`src/rtl/fetch_sequencer_pkg.sv`:
```
// fetch_sequencer_pkg: shared state, instruction-class, pc_sel and RV32I opcode constants
// used by the sequencer, its opcode classifier, the program counter and the decoder.
package fetch_sequencer_pkg;
    typedef logic [2:0] state_t;
    localparam state_t S_FETCH   = 3'd0;
    localparam state_t S_DECODE  = 3'd1;
    localparam state_t S_EXECUTE = 3'd2;
    localparam state_t S_MEM     = 3'd3;
    localparam state_t S_WB      = 3'd4;
    localparam state_t S_HALT    = 3'd5;
    localparam state_t S_FAULT   = 3'd6;
    typedef enum logic [2:0] {CL_ALU, CL_LOAD, CL_STORE, CL_BRANCH, CL_JAL, CL_JALR, CL_SYS} iclass_t;
    localparam logic [1:0] PC_PLUS4 = 2'b00;
    localparam logic [1:0] PC_REL   = 2'b01;
    localparam logic [1:0] PC_REG   = 2'b10;
    localparam logic [6:0] OP_REG    = 7'b0110011;
    localparam logic [6:0] OP_IMM    = 7'b0010011;
    localparam logic [6:0] OP_LUI    = 7'b0110111;
    localparam logic [6:0] OP_AUIPC  = 7'b0010111;
    localparam logic [6:0] OP_LOAD   = 7'b0000011;
    localparam logic [6:0] OP_STORE  = 7'b0100011;
    localparam logic [6:0] OP_BRANCH = 7'b1100011;
    localparam logic [6:0] OP_JAL    = 7'b1101111;
    localparam logic [6:0] OP_JALR   = 7'b1100111;
    localparam logic [6:0] OP_SYSTEM = 7'b1110011;
endpackage

```
`src/rtl/fetch_sequencer_if.sv`:
```
// fetch_sequencer_if: instruction/data memory handshake and datapath control bundle;
// master is the sequencer, slave is the surrounding datapath and memories.
interface fetch_sequencer_if;
    logic [6:0] opcode;
    logic       branch_taken;
    logic       imem_ready;
    logic       dmem_ready;
    logic       imem_req;
    logic       ir_load;
    logic       dmem_req;
    logic       dmem_we;
    logic       rf_we;
    logic       pc_write_en;
    logic [1:0] pc_sel;
    logic       halted;
    logic       fault;
    modport master(
        input  opcode, branch_taken, imem_ready, dmem_ready,
        output imem_req, ir_load, dmem_req, dmem_we, rf_we, pc_write_en, pc_sel, halted, fault
    );
    modport slave(
        output opcode, branch_taken, imem_ready, dmem_ready,
        input  imem_req, ir_load, dmem_req, dmem_we, rf_we, pc_write_en, pc_sel, halted, fault
    );
endinterface

```
`src/rtl/fetch_sequencer_opcode_classifier.sv`:
```
// opcode_classifier: combinational RV32I opcode to instruction class plus illegal flag.
module opcode_classifier
    import fetch_sequencer_pkg::*;
(
    input  logic [6:0] opcode,
    output iclass_t    cls,
    output logic       illegal
);
    always_comb begin
        cls = CL_ALU;
        illegal = 1'b0;
        case (opcode)
            OP_REG, OP_IMM, OP_LUI, OP_AUIPC: cls = CL_ALU;
            OP_LOAD:   cls = CL_LOAD;
            OP_STORE:  cls = CL_STORE;
            OP_BRANCH: cls = CL_BRANCH;
            OP_JAL:    cls = CL_JAL;
            OP_JALR:   cls = CL_JALR;
            OP_SYSTEM: cls = CL_SYS;
            default:   illegal = 1'b1;
        endcase
    end
endmodule

```
`src/rtl/fetch_sequencer.sv`:
```
// fetch_sequencer: multi-cycle FETCH/DECODE/EXECUTE/MEM/WB control FSM with memory
// wait timeouts; HALT and FAULT are absorbing until reset.
module fetch_sequencer
    import fetch_sequencer_pkg::*;
#(
    parameter int MEM_TIMEOUT = 16
) (
    input logic               clk,
    input logic               rst_n,
    fetch_sequencer_if.master bus
);
    localparam int CW = $clog2(MEM_TIMEOUT + 1);
    state_t        state, nxt;
    iclass_t       cls, dec_cls;
    logic          illegal, taken, waiting, timeout;
    logic [CW-1:0] cnt;
    opcode_classifier u_cls (.opcode(bus.opcode), .cls(dec_cls), .illegal(illegal));
    assign waiting = state == S_FETCH || state == S_MEM;
    assign timeout = cnt == CW'(MEM_TIMEOUT - 1);
    // Ready in the limit cycle wins over the timeout.
    always_comb begin
        nxt = state;
        case (state)
            S_FETCH:   nxt = bus.imem_ready ? S_DECODE : (timeout ? S_FAULT : S_FETCH);
            S_DECODE:  nxt = illegal ? S_FAULT : (dec_cls == CL_SYS ? S_HALT : S_EXECUTE);
            S_EXECUTE: nxt = (cls == CL_LOAD || cls == CL_STORE) ? S_MEM : S_WB;
            S_MEM:     nxt = bus.dmem_ready ? S_WB : (timeout ? S_FAULT : S_MEM);
            S_WB:      nxt = S_FETCH;
            default:   nxt = state;
        endcase
    end
    always_ff @(posedge clk or negedge rst_n) begin
        if (!rst_n) begin
            state <= S_FETCH;
            cnt   <= '0;
            cls   <= CL_ALU;
            taken <= 1'b0;
        end else begin
            state <= nxt;
            cnt   <= (waiting && nxt == state) ? cnt + 1'b1 : '0;
            if (state == S_DECODE) cls <= dec_cls;
            if (state == S_EXECUTE) taken <= cls == CL_BRANCH && bus.branch_taken;
        end
    end
    // Fetch-side outputs are gated by reset so nothing is requested while held.
    assign bus.imem_req    = rst_n && state == S_FETCH;
    assign bus.ir_load     = rst_n && state == S_FETCH && bus.imem_ready;
    assign bus.dmem_req    = state == S_MEM;
    assign bus.dmem_we     = state == S_MEM && cls == CL_STORE;
    assign bus.pc_write_en = state == S_WB;
    assign bus.rf_we       = state == S_WB && (cls == CL_ALU || cls == CL_LOAD || cls == CL_JAL || cls == CL_JALR);
    assign bus.pc_sel      = state != S_WB ? PC_PLUS4 :
                             (cls == CL_JAL || (cls == CL_BRANCH && taken)) ? PC_REL :
                             cls == CL_JALR ? PC_REG : PC_PLUS4;
    assign bus.halted      = state == S_HALT;
    assign bus.fault       = state == S_FAULT;
endmodule

```
`src/flat_wrapper.sv`:
```
// flat-port wrapper written by rule: the top's interface ports become plain ports
module fetch_sequencer_flat import fetch_sequencer_pkg::*;
#(
    parameter int MEM_TIMEOUT = 16
)
  (clk, rst_n, bus_opcode, bus_branch_taken, bus_imem_ready, bus_dmem_ready, bus_imem_req, bus_ir_load, bus_dmem_req, bus_dmem_we, bus_rf_we, bus_pc_write_en, bus_pc_sel, bus_halted, bus_fault);
  fetch_sequencer_if bus_i ();
  input logic clk;
  input logic rst_n;
  input wire logic [$bits(bus_i.opcode)-1:0] bus_opcode;
  input wire logic [$bits(bus_i.branch_taken)-1:0] bus_branch_taken;
  input wire logic [$bits(bus_i.imem_ready)-1:0] bus_imem_ready;
  input wire logic [$bits(bus_i.dmem_ready)-1:0] bus_dmem_ready;
  output wire logic [$bits(bus_i.imem_req)-1:0] bus_imem_req;
  output wire logic [$bits(bus_i.ir_load)-1:0] bus_ir_load;
  output wire logic [$bits(bus_i.dmem_req)-1:0] bus_dmem_req;
  output wire logic [$bits(bus_i.dmem_we)-1:0] bus_dmem_we;
  output wire logic [$bits(bus_i.rf_we)-1:0] bus_rf_we;
  output wire logic [$bits(bus_i.pc_write_en)-1:0] bus_pc_write_en;
  output wire logic [$bits(bus_i.pc_sel)-1:0] bus_pc_sel;
  output wire logic [$bits(bus_i.halted)-1:0] bus_halted;
  output wire logic [$bits(bus_i.fault)-1:0] bus_fault;
  assign bus_i.opcode = bus_opcode;
  assign bus_i.branch_taken = bus_branch_taken;
  assign bus_i.imem_ready = bus_imem_ready;
  assign bus_i.dmem_ready = bus_dmem_ready;
  assign bus_imem_req = bus_i.imem_req;
  assign bus_ir_load = bus_i.ir_load;
  assign bus_dmem_req = bus_i.dmem_req;
  assign bus_dmem_we = bus_i.dmem_we;
  assign bus_rf_we = bus_i.rf_we;
  assign bus_pc_write_en = bus_i.pc_write_en;
  assign bus_pc_sel = bus_i.pc_sel;
  assign bus_halted = bus_i.halted;
  assign bus_fault = bus_i.fault;
  fetch_sequencer #(.MEM_TIMEOUT(MEM_TIMEOUT)) u_core (.clk(clk), .rst_n(rst_n), .bus(bus_i));
endmodule
```
`config.mk`:
```
export PLATFORM = sky130hd
export DESIGN_NAME = fetch_sequencer_flat
export DESIGN_NICKNAME = d
export VERILOG_FILES = /design/src/rtl/fetch_sequencer_pkg.sv /design/src/rtl/fetch_sequencer_if.sv /design/src/rtl/fetch_sequencer_opcode_classifier.sv /design/src/rtl/fetch_sequencer.sv /design/src/flat_wrapper.sv
export SDC_FILE = /design/constraint.sdc
export NUM_CORES = 1
export LEC_CHECK = 0
export CAP_MARGIN = 0
export CORE_UTILIZATION = 50
export CTS_CLUSTER_SIZE = 40
export DETAILED_ROUTE_END_ITERATION = 10
export PLACE_DENSITY = 0.84
export SLEW_MARGIN = 15
export SYNTH_ARGS = -nofsm -noshare
export SYNTH_HDL_FRONTEND = slang
export SYNTH_HIERARCHICAL = 1
export SYNTH_SLANG_ARGS = --single-unit
```
`constraint.sdc`:
```
create_clock -name clk -period 5.2 [get_ports clk]
set_clock_uncertainty 0.15 [all_clocks]
set_input_delay 1.04 -clock clk [delete_from_list [all_inputs] [get_ports clk]]
set_output_delay 1.04 -clock clk [all_outputs]
set_load 0.005 [all_outputs]
```
==> summary.md <==
| Metric | Value |
|---|---|
| Number of buffers inserted during clock tree synthesis | `3` |
| Final Cell Area | `~0.0011 mm²` |
| Most frequent cells in the layout | `sky130_fd_sc_hd__clkdlybuf4s50_1 (21), sky130_fd_sc_hd__dfrtp_1 (12), sky130_fd_sc_hd__nor2_1 (10), sky130_fd_sc_hd__inv_1 (6), sky130_fd_sc_hd__nand2_1 (5)` |
| Critical path capture point type | `output port` |
| Post-layout total power | `about 0.19 mW` |
| Origin of the worst setup path | `rst_n` |
| Worst reg2reg startpoint | `u_core/cnt[1]$_DFF_PN0_` |
| Die extent in x | `roughly 43 µm` |
| Number of antenna violations at the first check in global routing | `0` |
| Cell Count, Final, Fillers Out | `around 130` |
| Largest family of logic cells by synthesized area | `simple AND/OR/NAND/NOR gates` |
| Worst setup path endpoint | `bus_ir_load` |
| Average footprint of a synthesized cell | `between 8 and 9 µm²` |
| Hold buffer count at cts | `0` |
| Number of rows in the core area | `14` |
| Clock network latency to the later pin of the worst-skew pair | `slightly below 0.3 ns` |
| Post-synthesis net count | `110` |
| Number of global-route vias before repair | `around 740` |
| Summed negative setup slack over all endpoints | `0 ns` |
| Number of iterations in the first detailed-routing pass | `4` |
| Count of flip-flops with a built-in enable after synthesis | `0` |
| Unrepaired setup endpoints after global routing | `no` |
| Final-report setup violation count | `0` |
| Net count reported at finish | `about 130` |
| Initial detailed-routing violation count | `16` |
| Count of buffers added by post-CTS timing repair for setup | `0` |
| Total die area | `0.001847 mm²` |
| Combined area of the multi-input logic cells | `between 400 and 500 µm²` |
| Max Cap Viol | `0` |
| Cell count after placement | `129` |
| Kind of launch point of the worst setup path | `input port` |
| Post-Route Hold Slack | `around 0.32 ns` |
| Total placed instance area | `between 0.001 and 0.0015 mm²` |
| Clock Sinks | `12` |
| Post-synthesis xor/xnor area fraction | `roughly 3.1%` |
| Pwr per Cell Area | `between 150 and 200 mW/mm²` |
| Buffer depth of the longest clock path | `2` |
| Final ANT Viol Nets | `0` |
| GR Util All Layers | `about a quarter` |
| Final Util | `between 70 and 80%` |
| Total global routing overflow | `0` |
| Avg WL per Cell | `roughly 15 µm` |
| HPWL after DPL | `around 1400 µm` |
| Effective utilization at floorplan | `between 50% and 60%` |
| Total wirelength of the detailed-routed design | `around 1900 µm` |
| Maximum operating frequency | `261.1 MHz` |
| Area fraction in and, or, nand and nor cells after synthesis | `between 30 and 40%` |
| Post-Synth Adder-Cell Area | `under 10%` |
| Share of cells above drive strength 1 | `about 8.5%` |
| Synth Area in Compound Gates | `16.39%` |
| RePlAce Congestion | `0.8154` |
| R2r setup slk | `approximately 3.3 ns` |
| Number of resized instances in the post-cts repair step | `0` |
| Required arrival time at the worst endpoint | `4.01 ns` |
| Largest net degree at the start of global routing | `18` |
| Worst setup slack after placement | `between 1 and 1.5 ns` |
| Flop and latch count out of synthesis | `12` |
| I/O pin total | `22` |
| Final clock period utilization by the worst path | `about 74%` |
| Number of cells on the worst hold path | `1` |
| Final worst slack | `about 1.4 ns` |
| Count of unresolved DRC violations after routing | `0` |
| Root Driver | `sky130_fd_sc_hd__clkbuf_4` |
| CP max FO | `14` |
| Fraction of the yosys area taken by sequential cells | `between 30% and 40%` |
| Vias | `787` |
| Ys async rst share | `100.0%` |
| Max VDD drop | `between 100 and 150 µV` |
| Post-synthesis cell type count | `40` |
| Arrival time of the worst setup path | `2.64 ns` |
| CTS H-tree lvls | `1` |
| Final Hold Fails | `0` |
| Yosys warnings | `6` |
| Global-route wire length before repair | `roughly 3300 µm` |
| Final Max Tran Viols | `0` |
| Launch point of the worst hold path | `u_core/cnt[0]$_DFF_PN0_` |
| Area taken by flip-flops and latches | `between 300 and 400 µm²` |
| Most common library cell in the layout ignoring fill and taps | `sky130_fd_sc_hd__clkdlybuf4s50_1` |
| Critical path start-end classification | `in2out` |
| Post-synthesis instance total | `96` |
| Layout overhead on the synthesized area | `29.36%` |
| Mux cell area share after synthesis | `under 10%` |
| Time the worst path needs with I/O delays and setup | `~3.8 ns` |
| Depth of the worst register-to-register path | `6` |
| Status | `complete, no violations` |
| Fill count | `117` |
| Predominant post-synthesis flop cell | `sky130_fd_sc_hd__dfrtp_1` |
| TritonCTS clock tree | `done` |
| Worst slew margin | `49.91%` |
| Number of diodes added for antenna fixing | `0` |
| Total core area | `between 0.0015 and 0.002 mm²` |
| Endpoint of the most critical register-to-register path | `u_core/state[2]$_DFF_PN0_` |
| Die height | `~43 µm` |
| Worst Hold Class | `reg2reg` |
| Clock-pin transition on the worst setup and hold timing paths | `around 0.080 ns` |
| Count of buffers from port buffering | `21` |
| Actual transition at the worst max-transition pin | `0.7324 ns` |
| Routed vias/inst | `5.917` |
| Static leakage | `~0.44 nW` |
| Mapped Area | `about 840 µm²` |
registers in the layout (all words and copies together) (netlist names):
signal,count
u_core/state,3
u_core/taken,1
u_core/cnt,5
u_core/cls,3
layout make-up:
cell class	instances	area share, %
inverters	7	2.419
flip-flops and latches	12	27.65
repair buffers	21	19.35
well taps	16	1.843
clock buffers	4	3.341
multi-input cells	73	45.39
power breakdown:
| part | leakage, nW | switching (mW) | total, mW | internal [mW] |
|---|---|---|---|---|
| Clock | 0.0210 | 0.0361 | 0.0787 | 0.0427 |
| Combinational | 0.274 | 0.00799 | 0.0180 | 0.0100 |
| Sequential | 0.147 | 0 | 0.0932 | 0.0932 |
kinds of logic after synthesis:
logic type | after synthesis
flip-flops | 12
multiplexers | 3
buffers and inverters | 11
AND/OR/NAND/NOR | 45
XOR/XNOR | 3
AO/OA/AOI/OAI | 20
adder cells (fa/ha/maj) | 2
worst max-delay path, stage by stage:
cell	delay, ns
sky130_fd_sc_hd__clkdlybuf4s50_1	0.86
sky130_fd_sc_hd__and3_1	0.25
sky130_fd_sc_hd__clkdlybuf4s50_1	0.49
worst min-delay path by stage:
| stage | to | slack (ns) |
|---|---|---|
| 2_1_floorplan | u_core/cnt[0]$_DFF_PN0_ | 0.28 |
| 3_3_place_gp | u_core/cnt[0]$_DFF_PN0_ | 0.29 |
| 3_5_place_dp | u_core/cnt[0]$_DFF_PN0_ | 0.30 |
| 4_1_cts | u_core/cnt[0]$_DFF_PN0_ | 0.31 |
| 5_1_grt | u_core/cnt[0]$_DFF_PN0_ | 0.37 |
| 6_report | u_core/cnt[0]$_DFF_PN0_ | 0.32 |
cell usage after synthesis (3+ instances only):
cell | instances | share of area, %
sky130_fd_sc_hd__dfrtp_1 | 12 | 36
sky130_fd_sc_hd__buf_2 | 4 | 2.4
sky130_fd_sc_hd__a21oi_1 | 4 | 2.4
sky130_fd_sc_hd__nor3_1 | 4 | 2.4
sky130_fd_sc_hd__o211ai_1 | 3 | 2.7
sky130_fd_sc_hd__nor2_1 | 10 | 4.5
sky130_fd_sc_hd__and3_1 | 3 | 2.2
sky130_fd_sc_hd__nand3_1 | 3 | 1.8
sky130_fd_sc_hd__o21ai_0 | 3 | 1.8
sky130_fd_sc_hd__inv_1 | 6 | 2.7
sky130_fd_sc_hd__nand2_1 | 5 | 2.2
routing by layer:
| metal | part of all wire [%] | global-route usage, % |
|---|---|---|
| met4 | 1.7 | 12.73 |
| met1 | 46 | 31.06 |
| met2 | 50 | 40.30 |
| met3 | 2.2 | 1.277 |
| met5 | 0 | 0 |
(Power assumes the default switching activity.)
